### config.mk
export PLATFORM = sky130hd
export DESIGN_NAME = data_memory
export DESIGN_NICKNAME = d
export VERILOG_FILES = /design/src/rtl/dmem_pkg.sv /design/src/rtl/dmem_array.sv /design/src/rtl/data_memory.sv
export SDC_FILE = /design/constraint.sdc
export NUM_CORES = 2
export LEC_CHECK = 0
export CAP_MARGIN = 10
export CORE_MARGIN = 2
export CORE_UTILIZATION = 35
export DETAILED_ROUTE_END_ITERATION = 10
export MAX_ROUTING_LAYER = met4
export PLACE_DENSITY_LB_ADDON = 0.05
export SYNTH_ARGS = -nofsm -noshare
export SYNTH_HDL_FRONTEND = slang
export SYNTH_SLANG_ARGS = --single-unit
### constraint.sdc
create_clock -name CLK -period 6.2 [get_ports CLK]
set_input_delay 1.24 -clock CLK [delete_from_list [all_inputs] [get_ports CLK]]
set_output_delay 1.24 -clock CLK [all_outputs]
set_load 0.03 [all_outputs]
### src/rtl/dmem_pkg.sv
// Shared encodings and defaults for the CPU data memory.
package dmem_pkg;

  // Default number of clock edges from request acceptance to commit.
  localparam int unsigned DEFAULT_LATENCY = 5;

  // Counter must hold LATENCY-1 for the largest legal latency (15).
  localparam int unsigned CNT_W = 4;

  typedef enum logic [1:0] {
    S_IDLE   = 2'd0,
    S_ACCESS = 2'd1,
    S_DONE   = 2'd2
  } state_t;

  typedef enum logic {
    OP_READ  = 1'b0,
    OP_WRITE = 1'b1
  } op_t;

endpackage

### src/rtl/dmem_array.sv
// Byte storage: synchronous write, asynchronous read, async active-low clear.
module dmem_array #(
  parameter int unsigned ADDR_W = 8,
  parameter int unsigned DATA_W = 8
) (
  input  logic              clk,
  input  logic              rst_n,
  input  logic              we,
  input  logic [ADDR_W-1:0] addr,
  input  logic [DATA_W-1:0] wdata,
  output logic [DATA_W-1:0] rdata
);

  localparam int unsigned DEPTH = 2 ** ADDR_W;

  logic [DATA_W-1:0] mem [DEPTH];

  // Clear every entry on reset; otherwise write the addressed byte when enabled.
  always_ff @(posedge clk or negedge rst_n) begin
    if (!rst_n) begin
      mem <= '{default: '0};
    end else if (we) begin
      mem[addr] <= wdata;
    end
  end

  assign rdata = mem[addr];

endmodule

### src/rtl/data_memory.sv
// Multi-cycle data memory responding to CPU load/store requests with BUSYWAIT.
module data_memory
  import dmem_pkg::*;
#(
  parameter int unsigned ADDR_W  = 8,
  parameter int unsigned DATA_W  = 8,
  parameter int unsigned LATENCY = DEFAULT_LATENCY
) (
  input  logic              CLK,
  input  logic              RESET,
  input  logic              READ,
  input  logic              WRITE,
  input  logic [ADDR_W-1:0] ADDRESS,
  input  logic [DATA_W-1:0] WRITEDATA,
  output logic [DATA_W-1:0] READDATA,
  output logic              BUSYWAIT
);

  localparam logic [CNT_W-1:0] CNT_INIT = CNT_W'(LATENCY - 1);

  state_t            state_q, state_d;
  logic [CNT_W-1:0]  cnt_q, cnt_d;
  op_t               op_q, op_d;
  logic [ADDR_W-1:0] addr_q, addr_d;
  logic [DATA_W-1:0] wdata_q, wdata_d;
  logic [DATA_W-1:0] rdata_q, rdata_d;
  logic              mem_we;
  logic [DATA_W-1:0] mem_rdata;

  dmem_array #(
    .ADDR_W (ADDR_W),
    .DATA_W (DATA_W)
  ) u_array (
    .clk   (CLK),
    .rst_n (RESET),
    .we    (mem_we),
    .addr  (addr_q),
    .wdata (wdata_q),
    .rdata (mem_rdata)
  );

  // State, countdown, request latches and load result register.
  always_ff @(posedge CLK or negedge RESET) begin
    if (!RESET) begin
      state_q <= S_IDLE;
      cnt_q   <= '0;
      op_q    <= OP_READ;
      addr_q  <= '0;
      wdata_q <= '0;
      rdata_q <= '0;
    end else begin
      state_q <= state_d;
      cnt_q   <= cnt_d;
      op_q    <= op_d;
      addr_q  <= addr_d;
      wdata_q <= wdata_d;
      rdata_q <= rdata_d;
    end
  end

  // Next-state logic: accept in IDLE, count down in ACCESS, commit at count 1.
  always_comb begin
    state_d = state_q;
    cnt_d   = cnt_q;
    op_d    = op_q;
    addr_d  = addr_q;
    wdata_d = wdata_q;
    rdata_d = rdata_q;
    mem_we  = 1'b0;
    case (state_q)
      S_IDLE: begin
        if (READ || WRITE) begin
          // A simultaneous READ and WRITE is taken as a store.
          op_d    = WRITE ? OP_WRITE : OP_READ;
          addr_d  = ADDRESS;
          wdata_d = WRITEDATA;
          cnt_d   = CNT_INIT;
          state_d = S_ACCESS;
        end
      end
      S_ACCESS: begin
        cnt_d = cnt_q - 1'b1;
        if (cnt_q == CNT_W'(1)) begin
          state_d = S_DONE;
          if (op_q == OP_WRITE) begin
            mem_we = 1'b1;
          end else begin
            rdata_d = mem_rdata;
          end
        end
      end
      S_DONE: begin
        state_d = S_IDLE;
      end
      default: begin
        state_d = S_IDLE;
      end
    endcase
  end

  assign READDATA = rdata_q;
  // Gated by RESET so the stall drops while reset is held even with a request up.
  assign BUSYWAIT = RESET &&
                    (((state_q == S_IDLE) && (READ || WRITE)) || (state_q == S_ACCESS));

endmodule

==> metrics <==
die span in y=about 530 um; Die X=~530 um; Netlist Area Pre-Place=about 96000 um2; Tot GR Track Use=0.2256; Post-CTS Hold Buffers=0; number of DRC markers in iteration 0=about 3400; Synth area leaders=dfrtp_1 54%, mux2_2 24%, mux4_2 11%; Congestion Overflow GR=0; syn_nets=6192; adder-cell area share of the yosys netlist=0.0002605; Cell variety after synth=63; Layout Utilization=0.3956; synthesized area per cell=between 15 and 20 um2; Clock Sink Count=around 2100; Initial Utilization=0.3513; Final setup viols=0; Seq/Total Area, Yosys=0.5417; vias=between 50000 and 60000; max_slew headroom=-0.03145; routability cong.=0.7920; worst slew pin tran=around 1.5 ns; cell taking the most area after synthesis=dfrtp_1; Detail Route Antenna Nets=0; Max Root-Sink Buffers=4; IO Pins=29; power per cell area=369.9 nW/um2; Core Area=between 200000 and 300000 um2; Max-Cap Viols=0; VDD IR max=roughly 0.35 mV; Final Hold Fails=0; total power draw=about 40 mW; cts bufs inserted=about 240; Clock Latency Late Sink=roughly 0.91 ns; max-slew violation count=35; crit-path max FO=9; Final Skew=0.04134 ns; ys flop type=dfrtp_1; Leak=around 50 nW; # resized after CTS=0; Routed WL per cell=about 31 um; Area after DPL=100200 um2; crit path kind=reg2reg; # DRC=0; failing checks=slew limit; Nets=6137; share of cells above drive strength 1=0.5334; final wirelength=304.4 mm; Synth Area in XOR/XNOR=0.00009119; pin count of the biggest net entering global routing=about 180; TritonRoute pass-1 iters=5; Max Fclk=between 200 and 250 MHz; Worst-path clk slew=about 0.060 ns; Hold Path Class=in2async; Die ar.=~280000 um2; CTS tree=built; Final min period=between 4 and 5 ns; post-synthesis mux area share=0.3731; #FFs+latches synth=roughly 2100; Synth Area in Compound Gates=0.02066; antenna violations before repair=15; Post-synth EDFFs=0; HPWL after DPL=~190 mm; Yosys top cell area share=0.5417; first-pass GRT wire length=about 450 mm; vias in the first global route=57700; run status=finished with violations; H-tree Lvls=4; Vias per Instance=between 5 and 6; Cells after Synth=6170; largest family of logic cells by synthesized area=multiplexers; Synthesis Warnings=0; fraction of registers with async set/reset=1.000; Reg2Reg Setup Slack=2.12 ns; Post-CTS Setup Repair Bufs=0; quantity of I/O buffers inserted on ports=28; Worst Path Required=~7 ns; setup TNS=0 ns; Worst setup EP type=flip-flop; arrival time worst endpoint=just under 5 ns; fin crit share=0.6580; Critical Path Source Type=flip-flop; RSZ-0062 raised after global routing=false; simple-gate portion of the synthesized area=0.04161; FP Rows=approximately 190; final instance area=~110000 um2; area delta synth->final=12.60%; root buf cell=clkbuf_16
## stage by stage
stage	worst slack, ns	hold slack (ns)	instances
floorplan	2.931	0.4727	6170
global placement	2.056	0.4832	9461
detailed placement	2.098	0.4884	9461
CTS	2.066	0.1739	9897
global route	1.936	0.1882	9899
finish	2.120	0.2417	9901
## worst max-delay path, cell delays in order (launching register included)
cell and delay (ns):
dfrtp_1 0.39, inv_1 0.09, ha_1 0.15, or3b_2 0.49
nor2_1 0.18, nand2_2 0.23, nor3_4 0.43, nand2_2 0.54
buf_4 0.45, nor2_2 0.55, mux2_2 0.40
## layer usage
metal / up-vias / track usage / part of all wire / wire length, um
met5: - / - / 0 / 0
met4: 0 / 0.05725 / 0.028 / 8444
met3: 405 / 0.02883 / 0.035 / 10580
met2: 914 / 0.3465 / 0.47 / 142000
met1: 30190 / 0.3166 / 0.47 / 143400
li1: 22910 / - / - / -
## cell type report
class,count,area [um2]
Inverter,8,36.28
Fill cell,25360,165200
Clock inverter,52,530.5
Tap cell,3589,4491
Antenna cell,4,10.01
Sequential cell,2079,52070
Timing Repair Buffer,161,1657
Clock buffer,384,7375
Multi-Input combinational cell,3624,41980
## power by group
group	internal (mW)	switching [mW]	leakage, nW
Combinational	2.94	8.00	17.1
Sequential	13.9	0.866	29.0
Clock	8.41	5.90	3.91
Total	25.2	14.8	50.0
## path summary, 6_finish.rpt
kind | cells after the start | from | end
worst max-delay path | 10 | cnt_q[1]$_DFFE_PN0P_ | u_array.mem[526]$_DFFE_PN0P_
worst min-delay path | 1 | RESET | u_array.mem[1247]$_DFFE_PN0P_
worst max register to register | 10 | cnt_q[1]$_DFFE_PN0P_ | u_array.mem[526]$_DFFE_PN0P_
worst min register to register | 1 | u_array.mem[1883]$_DFFE_PN0P_ | u_array.mem[1883]$_DFFE_PN0P_
max in group asynchronous | 3 | RESET | u_array.mem[832]$_DFFE_PN0P_
min in group CLK | 1 | u_array.mem[1883]$_DFFE_PN0P_ | u_array.mem[1883]$_DFFE_PN0P_
## state kept, by name, indices dropped and copies added, names as in the netlist
name and flops:
addr_q 8, READDATA 8, state_q 2, u_array.mem 2048, wdata_q 8, op_q 1, cnt_q 4
## cells in the final DEF, fill, tap and decap left out, drive strengths merged, types with 7 or more instances in the layout
cell type,count
dfrtp,2079
mux2,2071
mux4,471
clkbuf,384
nor2,289
mux2i,190
nand2,190
buf,135
a22oi,60
a32oi,46
a21oi,43
clkinv,41
nand3,38
o21ai,33
o22ai,26
clkdlybuf4s50,26
nor2b,16
nand4,14
nor3,14
a211oi,13
nand2b,10
and3,10
o211ai,10
inv,10
bufinv,8
a22o,7
nor4,7
## cell families after synthesis
kind of cell	after synthesis
and+or+nand+nor	609
buffers and inverters	467
xor gates and xnor gates	1
muxes	2732
adders and majority gates	2
DFF	2079
AOI/OAI and AO/OA	280
## synth_stat cells, drive strengths merged, types with 3 or more instances
master,instances
a41o,3
o31ai,3
o2111ai,3
mux2i,190
a21o,3
inv,8
mux2,2071
nor4,7
a32oi,46
nor2b,16
nor3,14
dfrtp,2079
o21ai,33
o211ai,10
a21boi,5
a21oi,43
a211oi,13
nand3,38
nand4,14
mux4,471
clkbuf,282
o41ai,5
o22ai,26
and2,3
nor2,289
a31oi,3
a41oi,5
a22o,7
buf,177
nand2b,10
nand2,190
a22oi,60
or4,4
and3,10
No activity file was read; power rests on OpenSTA's default activity.
